===== config.mk =====
export PLATFORM = sky130hd
export DESIGN_NAME = uart_tx_queue
export DESIGN_NICKNAME = d
export VERILOG_FILES = /design/src/rtl/uart_tx_queue_pkg.sv /design/src/rtl/sync_fifo_8.sv /design/src/rtl/uart_tx_queue.sv
export SDC_FILE = /design/constraint.sdc
export NUM_CORES = 1
export LEC_CHECK = 0
export ABC_AREA = 1
export CELL_PAD_IN_SITES_DETAIL_PLACEMENT = 1
export CELL_PAD_IN_SITES_GLOBAL_PLACEMENT = 1
export CORE_ASPECT_RATIO = 0.7
export CORE_MARGIN = 2
export CORE_UTILIZATION = 40
export CTS_BUF_LIST = sky130_fd_sc_hd__clkbuf_8
export CTS_CLUSTER_DIAMETER = 30
export DETAILED_ROUTE_END_ITERATION = 10
export DONT_BUFFER_PORTS = 1
export PLACE_DENSITY = 0.68
export SLEW_MARGIN = 20
export SYNTH_ARGS = -nofsm -noshare
export SYNTH_HDL_FRONTEND = slang
export SYNTH_SLANG_ARGS = --single-unit

===== constraint.sdc =====
create_clock -name clk -period 4.4 [get_ports clk]
set_input_delay 0.66 -clock clk [delete_from_list [all_inputs] [get_ports clk]]
set_output_delay 0.66 -clock clk [all_outputs]
set_load 0.03 [all_outputs]

===== src/rtl/uart_tx_queue_pkg.sv =====
// uart_tx_queue_pkg
//   Shared definitions for the UART transmit queue:
//   - state_t      : drain FSM state encoding (IDLE, START, SEND)
//   - DEFAULT_*    : default queue depth, pointer width and start timeout
//   - cnt_width()  : width of a counter that must reach n-1
package uart_tx_queue_pkg;

  localparam int DEFAULT_DEPTH         = 16;
  localparam int DEFAULT_AW            = 4;
  localparam int DEFAULT_START_TIMEOUT = 8;

  typedef enum logic [1:0] {
    IDLE  = 2'd0,
    START = 2'd1,
    SEND  = 2'd2
  } state_t;

  // Bits needed to count 0..n-1 (at least one bit).
  function automatic int cnt_width(input int n);
    return (n <= 2) ? 1 : $clog2(n);
  endfunction

endpackage


===== src/rtl/sync_fifo_8.sv =====
// sync_fifo_8
//   Byte-wide circular buffer with a level counter.
//   Ports:
//     clk      in   system clock
//     rst      in   asynchronous active-low reset
//     push     in   write wr_data (ignored while full)
//     pop      in   discard the head entry (ignored while empty)
//     wr_data  in   byte to store
//     rd_data  out  head entry (valid while empty=0)
//     full     out  DEPTH entries held
//     empty    out  no entries held
//     level    out  entry count, 0..DEPTH
//     drop     out  a push was attempted while full this cycle
module sync_fifo_8 #(
  parameter int DEPTH = 16,
  parameter int AW    = 4
) (
  input  logic          clk,
  input  logic          rst,
  input  logic          push,
  input  logic          pop,
  input  logic [7:0]    wr_data,
  output logic [7:0]    rd_data,
  output logic          full,
  output logic          empty,
  output logic [AW:0]   level,
  output logic          drop
);

  logic [7:0]    mem [DEPTH];
  logic [AW-1:0] wr_ptr_reg;
  logic [AW-1:0] rd_ptr_reg;
  logic [AW:0]   level_reg;
  logic          push_ok;
  logic          pop_ok;

  assign full    = (level_reg == (AW+1)'(DEPTH));
  assign empty   = (level_reg == '0);
  assign level   = level_reg;
  // Fullness is judged before this edge's pop, so a push at full is
  // rejected even when a pop frees a slot in the same cycle.
  assign push_ok = push && !full;
  assign pop_ok  = pop && !empty;
  assign drop    = push && full;
  assign rd_data = mem[rd_ptr_reg];

  // Storage carries no reset; only the pointers define what is valid.
  always_ff @(posedge clk) begin
    if (push_ok) begin
      mem[wr_ptr_reg] <= wr_data;
    end
  end

  // DEPTH is a power of two, so the pointers wrap naturally.
  always_ff @(posedge clk or negedge rst) begin
    if (!rst) begin
      wr_ptr_reg <= '0;
      rd_ptr_reg <= '0;
      level_reg  <= '0;
    end else begin
      if (push_ok) begin
        wr_ptr_reg <= wr_ptr_reg + 1'b1;
      end
      if (pop_ok) begin
        rd_ptr_reg <= rd_ptr_reg + 1'b1;
      end
      case ({push_ok, pop_ok})
        2'b10:   level_reg <= level_reg + 1'b1;
        2'b01:   level_reg <= level_reg - 1'b1;
        default: level_reg <= level_reg;
      endcase
    end
  end

endmodule


===== src/rtl/uart_tx_queue.sv =====
// uart_tx_queue
//   Byte queue feeding a UART transmitter through its transmit/tx_byte/busy
//   handshake. Producers push freely; a drain FSM forwards one byte at a time.
//   Ports:
//     clk        in   system clock
//     rst        in   asynchronous active-low reset
//     wr_en      in   push wr_data
//     wr_data    in   byte to queue
//     full       out  queue holds DEPTH entries
//     empty      out  queue holds no entries
//     level      out  entry count, 0..DEPTH
//     overflow   out  sticky: push attempted while full
//     start_err  out  sticky: busy never rose after a transmit pulse
//     clr_err    in   clear overflow and start_err
//     transmit   out  one-cycle start pulse to the UART
//     tx_byte    out  byte for the UART, held from transmit until busy falls
//     busy       in   UART transmitter busy
//     drain_irq  out  one-cycle pulse when the final queued byte completes
module uart_tx_queue
  import uart_tx_queue_pkg::*;
#(
  parameter int DEPTH         = DEFAULT_DEPTH,
  parameter int AW            = DEFAULT_AW,
  parameter int START_TIMEOUT = DEFAULT_START_TIMEOUT
) (
  input  logic          clk,
  input  logic          rst,
  input  logic          wr_en,
  input  logic [7:0]    wr_data,
  output logic          full,
  output logic          empty,
  output logic [AW:0]   level,
  output logic          overflow,
  output logic          start_err,
  input  logic          clr_err,
  output logic          transmit,
  output logic [7:0]    tx_byte,
  input  logic          busy,
  output logic          drain_irq
);

  localparam int CW = cnt_width(START_TIMEOUT);

  state_t          state_reg;
  logic [CW-1:0]   cnt_reg;
  logic            transmit_reg;
  logic [7:0]      tx_byte_reg;
  logic            drain_irq_reg;
  logic            overflow_reg;
  logic            start_err_reg;

  logic            fifo_empty;
  logic [7:0]      fifo_head;
  logic            fifo_drop;
  logic            pop;
  logic            start_timeout;

  // The FSM consumes the head whenever it is idle and data is waiting.
  assign pop = (state_reg == IDLE) && !fifo_empty;

  // The counter runs 0..START_TIMEOUT-1 over successive START cycles, so the
  // error flag appears START_TIMEOUT cycles after transmit went high.
  assign start_timeout = (state_reg == START) && !busy &&
                         (cnt_reg == CW'(START_TIMEOUT - 1));

  sync_fifo_8 #(
    .DEPTH (DEPTH),
    .AW    (AW)
  ) u_fifo (
    .clk     (clk),
    .rst     (rst),
    .push    (wr_en),
    .pop     (pop),
    .wr_data (wr_data),
    .rd_data (fifo_head),
    .full    (full),
    .empty   (fifo_empty),
    .level   (level),
    .drop    (fifo_drop)
  );

  // Drain FSM. busy is deliberately not consulted in IDLE: a stale busy
  // level must not stall the queue, and START re-checks it after the pulse.
  always_ff @(posedge clk or negedge rst) begin
    if (!rst) begin
      state_reg     <= IDLE;
      cnt_reg       <= '0;
      transmit_reg  <= 1'b0;
      tx_byte_reg   <= 8'h00;
      drain_irq_reg <= 1'b0;
    end else begin
      transmit_reg  <= 1'b0;
      drain_irq_reg <= 1'b0;
      case (state_reg)
        IDLE: begin
          if (!fifo_empty) begin
            tx_byte_reg  <= fifo_head;
            transmit_reg <= 1'b1;
            cnt_reg      <= '0;
            state_reg    <= START;
          end
        end
        START: begin
          if (busy) begin
            state_reg <= SEND;
          end else if (start_timeout) begin
            // Byte is abandoned, not retried.
            state_reg <= IDLE;
          end else begin
            cnt_reg <= cnt_reg + 1'b1;
          end
        end
        SEND: begin
          if (!busy) begin
            state_reg <= IDLE;
            if (fifo_empty) begin
              drain_irq_reg <= 1'b1;
            end
          end
        end
        default: state_reg <= IDLE;
      endcase
    end
  end

  // Sticky error flags; a new error in the same cycle as clr_err wins.
  always_ff @(posedge clk or negedge rst) begin
    if (!rst) begin
      overflow_reg  <= 1'b0;
      start_err_reg <= 1'b0;
    end else begin
      if (fifo_drop) begin
        overflow_reg <= 1'b1;
      end else if (clr_err) begin
        overflow_reg <= 1'b0;
      end
      if (start_timeout) begin
        start_err_reg <= 1'b1;
      end else if (clr_err) begin
        start_err_reg <= 1'b0;
      end
    end
  end

  assign empty     = fifo_empty;
  assign overflow  = overflow_reg;
  assign start_err = start_err_reg;
  assign transmit  = transmit_reg;
  assign tx_byte   = tx_byte_reg;
  assign drain_irq = drain_irq_reg;

endmodule


==> results of run 1 <==
-- through the flow --
| step | setup slack (ns) | area (sq um) | power (uW) | cells | hold slack, ns |
|---|---|---|---|---|---|
| 2_1_floorplan | 1.78 | 7050 | 3450 | 704 | 0.364 |
| 3_3_place_gp | 1.42 | 7280 | 3860 | 921 | 0.365 |
| 3_5_place_dp | 1.35 | 7280 | 3960 | 921 | 0.365 |
| 4_1_cts | 1.31 | 7720 | 5110 | 954 | 0.0150 |
| 5_1_grt | 1.04 | 7720 | 5410 | 954 | 0.00994 |
| 6_report | 1.29 | 7720 | 5070 | 954 | 0.0308 |
-- synthesized netlist by cell type --
master	n	area [sq um]
nand2_1	226	848
edfxtp_1	128	3840
inv_1	117	439
nand3_1	105	526
dfrtp_1	30	751
buf_2	17	85.1
nor3_1	14	70.1
ha_1	11	138
nor2_1	9	33.8
xor2_1	9	78.8
buf_4	8	60.1
o21ai_0	7	35.0
inv_2	6	22.5
a21oi_1	3	15.0
buf_6	2	22.5
clkinv_1	2	7.51
nand2_2	2	12.5
a21boi_0	1	7.51
clkbuf_1	1	3.75
nand2_4	1	11.3
nor2_2	1	6.26
nor2_4	1	11.3
o21ai_2	1	8.76
o21bai_1	1	7.51
xnor2_1	1	8.76
-- final timing paths --
check	slack, ns	startpoint	depth (start not counted)	to
worst max-delay path	1.29	u_fifo.level[1]$_DFFE_PN0P_	16	u_fifo.level[4]$_DFFE_PN0P_
worst min-delay path	0.03	rst	1	u_fifo.level[3]$_DFFE_PN0P_
worst max register to register	1.29	u_fifo.level[1]$_DFFE_PN0P_	16	u_fifo.level[4]$_DFFE_PN0P_
worst min register to register	0.52	cnt_reg[0]$_DFFE_PN0P_	1	cnt_reg[0]$_DFFE_PN0P_
max in group asynchronous	4.18	rst	1	u_fifo.rd_ptr_reg[0]$_DFFE_PN0P_
min in group clk	0.28	busy	1	drain_irq$_DFF_PN0_
-- routing by layer --
metal / vias up / routed length (microns)
met5: - / 0
met4: 0 / 125
met3: 14 / 1220
met2: 115 / 8210
met1: 2332 / 8390
li1: 2254 / -
-- power groups by stage --
stage	clock network [uW]	registers [uW]	logic, uW
detailed placement	0	2200	1760
CTS	1170	2160	1780
global route	1230	2190	1990
finish	1150	2160	1760
floorplan	0	2110	1340
global placement	0	2180	1680
-- kinds of logic after synthesis --
| logic type | after synthesis | share of synthesized area (%) |
|---|---|---|
| compound gates | 13 | 1.05 |
| xor+xnor | 10 | 1.24 |
| fa+ha+maj | 11 | 1.95 |
| buf+inv | 153 | 9.08 |
| flops | 158 | 65.1 |
| simple gates | 359 | 21.5 |
-- timing repair --
| action | 4_1_cts | 5_1_grt |
|---|---|---|
| hold buffers | 1 | 0 |
| hold endpoints to repair | 30 | 0 |
| resized for setup | 0 | 0 |
| buffers inserted | 0 | 0 |
-- layout make-up --
cell class	instances	area share, %
sequential	158	59.5
clock inverter	13	2.07
multi-input combinational	393	23.6
timing repair buffer	15	1.62
inverter	125	6.07
clock buffer	19	3.39
tap	231	3.74
==> results_tabular.tex, run 1 <==
\begin{tabular}{lr}
\hline
Metric & Value \\
\hline
\multicolumn{2}{l}{\textbf{Status}} \\
Outcome & finished clean \\
\multicolumn{2}{l}{\textbf{STA}} \\
Clk\_skew & 0.0216 ns \\
Unrepaired setup endpoints after global routing & no \\
Setup tns final & 0 ns \\
Hold Violations, Final & 0 \\
Highest Clock Rate & 322 MHz \\
Max-slew violations & 0 \\
Rel. slew slack & 30.4\% \\
Final critical-path share of the clock period & 70.6\% \\
Final setup violation count & 0 \\
Min Tclk post-route & 3.11 ns \\
Actual slew at the worst max-slew pin & 1.04 ns \\
\multicolumn{2}{l}{\textbf{CTS}} \\
TritonCTS clock tree & yes \\
Clk\_lat worst skew & 0.45 ns \\
Clock tree sinks & 158 \\
Root Buffer & clkbuf\_8 \\
Number of buffers inserted during clock tree synthesis & 17 \\
Number of buffers on the longest clock path & 2 \\
H-Tree Level Count & 4 \\
Clock slew seen by the registers of the worst setup and hold paths & 0.09 ns \\
\multicolumn{2}{l}{\textbf{Run}} \\
Maximum Capacitance Violations & 0 \\
\multicolumn{2}{l}{\textbf{Layout}} \\
Top library cells by usage in the layout, fill and taps aside & nand2\_1 (226), edfxtp\_1 (128), inv\_1 (119), nand3\_1 (105), dfrtp\_1 (29) \\
Final cell utilization of the core & 44.9\% \\
Flip-flop count of the largest register, all copies and words added & 128 \\
\# diodes & 0 \\
Filler cells & 1966 \\
Proportion of layout cells with a drive suffix above 1 & 8.16\% \\
Layout-stage area growth over the synthesis result & 9.51\% \\
Area used by multi-input combinational logic & 1820 sq um \\
Reg area & 4600 sq um \\
Most common cell after layout, fill and taps aside & nand2\_1 \\
Net count reported at finish & 734 \\
\multicolumn{2}{l}{\textbf{GRT}} \\
Via count of the first global-routing pass & 4960 \\
Largest net degree at the start of global routing & 67 \\
First-pass GRT wire length & 27700 microns \\
Met1 usage & 28.3\% \\
Gr busiest metal & met2 \\
Global-route usage over all layers & 20.0\% \\
Fraction of met3 tracks used by global routing & 4.98\% \\
Number of antenna violations at the first check in global routing & 0 \\
GR met2 Demand/Resource & 31.6\% \\
Remaining global-route overflow & 0 \\
\multicolumn{2}{l}{\textbf{Power and ir drop}} \\
Sequential share of power & 42.7\% \\
Combinational cell fraction of total power & 34.6\% \\
Internal Power & 2960 uW \\
Reported net switching power & 2110 uW \\
Static Leak & 0.00342 uW \\
Worst ir drop on vdd & 0.333 mV \\
Switching part of the total power & 41.6\% \\
Power per cell area & 656 nW/um\^{}2 \\
Share of power burned in the clock network & 22.7\% \\
\multicolumn{2}{l}{\textbf{Route}} \\
Total routed wirelength & 18000 microns \\
Number of nets with antenna violations after routing & 0 \\
DRC viols & 0 \\
Routed wire per std cell & 18.8 microns \\
Via count & 4715 \\
Initial drt markers & 317 \\
Count of TritonRoute iterations in the first routing pass & 4 \\
Mean number of vias per cell & 4.94 \\
\multicolumn{2}{l}{\textbf{Worst setup path}} \\
Cell type group with the largest total delay on the critical path & simple AND/OR/NAND/NOR gates \\
Type of destination of the critical path & flip-flop \\
Critical path's largest stage delay & 0.55 ns \\
Element type at the critical path start & flip-flop \\
Setup Crit Path Kind & reg -> reg \\
Cell with the biggest individual delay on the critical path & dfrtp\_1 \\
CP Cell Sequence & nor2\_1 -> nand2\_1 -> nor2\_2 -> inv\_2 -> nand2\_2 -> inv\_2 -> ha\_1 -> xor2\_1 -> ha\_1 -> inv\_1 -> nand2\_1 -> nand3\_1 -> nand2\_1 -> xor2\_1 -> nand2\_1 -> nand2\_1 \\
Largest driver fanout on the critical path & 16 \\
Crit path buf inv count & 3 \\
Data arrival time at the worst-slack endpoint & 3.49 ns \\
Required time reported for the critical path endpoint & 4.78 ns \\
Most prevalent standard cell on the critical path & nand2\_1 \\
\multicolumn{2}{l}{\textbf{Floorplan}} \\
Starting Density & 41.0\% \\
Area of the core & 17200 sq um \\
Die width & 163 microns \\
Cell row count & 40 \\
Io pins & 32 \\
Overall die area & 18700 sq um \\
Height of the chip & 115 microns \\
\multicolumn{2}{l}{\textbf{Synth}} \\
Share of synthesized area occupied by flip-flops and latches & 65.1\% \\
Warnings from Yosys & 0 \\
Cells after Synth & 704 \\
Number of register bits inferred by synthesis & 158 \\
Total standard cell area after synthesis & 7050 sq um \\
Net count after synthesis & 728 \\
Syn\_area\_per\_cell & 10.0 sq um \\
Number of different library cells in the post-synthesis netlist & 25 \\
\multicolumn{2}{l}{\textbf{Hold path}} \\
Type of the worst min-delay path & in -> async \\
\multicolumn{2}{l}{\textbf{Placed design}} \\
Final GP Congestion & 0.769 \\
Detailed placer's ending HPWL & 11900 microns \\
Number of I/O port buffers & 0 \\
\hline
\end{tabular}
Note: power is estimated with default switching activity, not from simulation.
==> run 2: changes to the inputs <==
ABC_AREA = 0   (was 1)
PLACE_DENSITY = 0.66   (was 0.68)
clock period = 2.6 ns   (was 4.4 ns; I/O delays follow)
==> results_tabular.tex, run 2 <==
\begin{tabular}{lr}
\hline
Metric & Value \\
\hline
\multicolumn{2}{l}{\textbf{Status}} \\
Outcome & finished clean \\
\multicolumn{2}{l}{\textbf{Layout}} \\
Net count reported at finish & 409 \\
Final design area excluding fillers & 7300 sq um \\
Top library cells by usage in the layout, fill and taps aside & edfxtp\_1 (128), dfrtp\_1 (27), mux4\_2 (24), buf\_4 (24), clkbuf\_8 (17) \\
Layout-stage area growth over the synthesis result & 12.6\% \\
\# diodes & 0 \\
Proportion of layout cells with a drive suffix above 1 & 23.7\% \\
Most common cell after layout, fill and taps aside & edfxtp\_1 \\
Flip-flop count of the largest register, all copies and words added & 128 \\
\multicolumn{2}{l}{\textbf{Worst setup path}} \\
Worst reg2reg path endpoint & u\_fifo.level[4]\$\_DFFE\_PN0P\_ \\
Type of destination of the critical path & flip-flop \\
CP Cell Sequence & nor4\_4 -> a211o\_1 -> inv\_2 -> ha\_4 -> ha\_1 -> or4b\_4 -> o32ai\_2 -> nor4b\_2 -> xnor2\_1 \\
Data arrival time at the worst-slack endpoint & 2.74 ns \\
Largest driver fanout on the critical path & 8 \\
Setup Crit Path Kind & reg -> reg \\
Worst reg-to-reg setup slack & 0.19 ns \\
R2r worst-path depth & 9 \\
Origin of the critical flop-to-flop path & u\_fifo.level[2]\$\_DFFE\_PN0P\_ \\
Cell with the biggest individual delay on the critical path & or4b\_4 \\
Critical path's largest stage delay & 0.52 ns \\
Element type at the critical path start & flip-flop \\
Required time reported for the critical path endpoint & 2.93 ns \\
\multicolumn{2}{l}{\textbf{Route}} \\
Mean number of vias per cell & 5.45 \\
DRC viols & 0 \\
Via count & 3255 \\
Routed wire per std cell & 22.6 microns \\
Total routed wirelength & 13500 microns \\
Initial drt markers & 221 \\
Count of TritonRoute iterations in the first routing pass & 4 \\
Number of nets with antenna violations after routing & 0 \\
\multicolumn{2}{l}{\textbf{GRT}} \\
Remaining global-route overflow & 0 \\
First-pass GRT wire length & 20700 microns \\
Number of antenna violations at the first check in global routing & 0 \\
Via count of the first global-routing pass & 3398 \\
Largest net degree at the start of global routing & 35 \\
Global-route usage over all layers & 16.5\% \\
\multicolumn{2}{l}{\textbf{Synth}} \\
Simple-gate portion of the synthesized area & 5.62\% \\
Synth Flop Type & edfxtp\_1 \\
Largest family of logic cells by synthesized area & multiplexers \\
Cells after Synth & 358 \\
Largest cells by area after synthesis & edfxtp\_1 (59\%), dfrtp\_1 (12\%), mux4\_2 (8.3\%), mux4\_1 (3.2\%), ha\_1 (2.1\%) \\
Post-synthesis share of cell area spent on full adders, half adders and majority gates & 2.12\% \\
Total standard cell area after synthesis & 6480 sq um \\
Syn\_area\_per\_cell & 18.1 sq um \\
Number of register bits inferred by synthesis & 158 \\
Share of the synthesized area in compound gates (AO/OA/AOI/OAI) & 4.46\% \\
Number of different library cells in the post-synthesis netlist & 43 \\
Leading area contributor after synthesis & edfxtp\_1 \\
Dominant cell by count in the synthesized netlist & edfxtp\_1 \\
Share of synthesized area occupied by flip-flops and latches & 70.9\% \\
Most common library cells after synthesis & edfxtp\_1 (128), dfrtp\_1 (30), mux4\_2 (24), nand2\_1 (16), nor2\_1 (15) \\
Mux cell area share after synthesis & 13.0\% \\
Area share of the largest cell type after synthesis & 59.3\% \\
Share of flip-flops with an asynchronous set or reset & 19.0\% \\
Parity-gate share of the synthesized area counting xor and xnor cells & 1.49\% \\
Warnings from Yosys & 0 \\
Net count after synthesis & 382 \\
Number of synthesized flops with an enable pin & 128 \\
\multicolumn{2}{l}{\textbf{STA}} \\
Unrepaired setup endpoints after global routing & no \\
Final setup violation count & 0 \\
Min Tclk post-route & 2.41 ns \\
Hold Violations, Final & 0 \\
Rel. slew slack & 30.8\% \\
Final critical-path share of the clock period & 92.9\% \\
Clk\_skew & 0.0154 ns \\
Highest Clock Rate & 414 MHz \\
Max-slew violations & 0 \\
Actual slew at the worst max-slew pin & 1.03 ns \\
Fin Hold WS & 0.0437 ns \\
\multicolumn{2}{l}{\textbf{Power and ir drop}} \\
Worst ir drop on vdd & 0.353 mV \\
Power per cell area & 1110 nW/um\^{}2 \\
Static Leak & 0.00255 uW \\
\multicolumn{2}{l}{\textbf{Run}} \\
Maximum Capacitance Violations & 0 \\
\multicolumn{2}{l}{\textbf{Floorplan}} \\
Area of the core & 15700 sq um \\
Overall die area & 17300 sq um \\
Height of the chip & 110 microns \\
Starting Density & 41.3\% \\
Die width & 156 microns \\
Io pins & 32 \\
Cell row count & 38 \\
\multicolumn{2}{l}{\textbf{Hold path}} \\
Endpoint of the worst hold-timing path & u\_fifo.mem[2][4]\$\_DFFE\_PP\_ \\
Hold path start & wr\_data[4] \\
Type of the worst min-delay path & in -> reg \\
Instance count along the most critical hold path & 0 \\
\multicolumn{2}{l}{\textbf{CTS}} \\
H-Tree Level Count & 4 \\
Clk\_lat worst skew & 0.44 ns \\
Clock tree sinks & 158 \\
TritonCTS clock tree & yes \\
Clock slew seen by the registers of the worst setup and hold paths & 0.09 ns \\
Root Buffer & clkbuf\_8 \\
Number of buffers on the longest clock path & 2 \\
Number of buffers inserted during clock tree synthesis & 17 \\
\multicolumn{2}{l}{\textbf{Placed design}} \\
Number of I/O port buffers & 0 \\
Detailed placer's ending HPWL & 9020 microns \\
Area after DPL & 6850 sq um \\
Final GP Congestion & 0.709 \\
\hline
\end{tabular}
-- run 2: worst max-delay path: cells and delay by family, from the launching register on --
kind | cells | cell delay, ns
flops | 1 | 0.44
fa+ha+maj | 2 | 0.40
simple gates | 3 | 0.90
buf+inv | 1 | 0.08
xor+xnor | 1 | 0.13
compound gates | 2 | 0.35
-- run 2: final cells by class --
| cell class | count | area, sq um |
|---|---|---|
| multi-input cells | 172 | 1780 |
| clock buffers | 17 | 234 |
| repair buffers | 29 | 260 |
| inverters | 7 | 26.3 |
| well taps | 200 | 250 |
| flip-flops and latches | 158 | 4600 |
| clock inverters | 14 | 146 |
| fillers | 1492 | 8390 |
-- run 2: logic make-up after synthesis --
group,Yosys count
AOI/OAI and AO/OA,40
buffers and inverters,28
muxes,41
DFF,158
adders and majority gates,11
xor gates and xnor gates,11
and+or+nand+nor,69
-- run 2: layer usage --
metal  vias up  track usage (%)  routed length (microns)
met5         -                0                        0
met4         0             4.77                       97
met3         9             5.02                      920
met2        76             23.6                     5970
met1      1710             24.4                     6480
li1       1460                -                        -
-- run 2: metrics by stage --
stage          setup WS [ns]  cells  TNS, ns  utilization (%)  power [uW]
3_5_place_dp           0.143    559        0             43.6        6410
4_1_cts                0.124    593        0             46.3        8170
2_1_floorplan        -0.0103    358  -0.0103                -        5670
5_1_grt               0.0317    597        0             46.5        8560
6_report               0.186    597        0             46.5        8100
3_3_place_gp           0.221    559        0             43.6        6320
-- run 2: worst max-delay path by stage --
| stage | slack [ns] | from | to |
|---|---|---|---|
| global placement | 0.22 | u_fifo.level[2]$_DFFE_PN0P_ | u_fifo.level[4]$_DFFE_PN0P_ |
| floorplan | -0.01 | u_fifo.level[2]$_DFFE_PN0P_ | u_fifo.level[4]$_DFFE_PN0P_ |
| detailed placement | 0.14 | u_fifo.level[2]$_DFFE_PN0P_ | u_fifo.level[4]$_DFFE_PN0P_ |
| finish | 0.19 | u_fifo.level[2]$_DFFE_PN0P_ | u_fifo.level[4]$_DFFE_PN0P_ |
| global route | 0.03 | u_fifo.level[2]$_DFFE_PN0P_ | u_fifo.level[4]$_DFFE_PN0P_ |
| CTS | 0.12 | u_fifo.level[2]$_DFFE_PN0P_ | u_fifo.level[4]$_DFFE_PN0P_ |
-- run 2: power by group --
group	leakage [uW]	internal (uW)	total [uW]	switching, uW
combinational	0.000847	1300	2720	1420
clock	0.000183	848	1740	897
sequential	0.00152	3160	3640	476
total	0.00255	5310	8100	2800
-- run 2: what timing repair did --
item                                   in CTS  in global routing
endpoints found under the hold margin      31                  0
setup endpoints to repair                   0                  1
hold buffers                                3                  0
resized for setup                           0                  0
buffers inserted                            0                  4
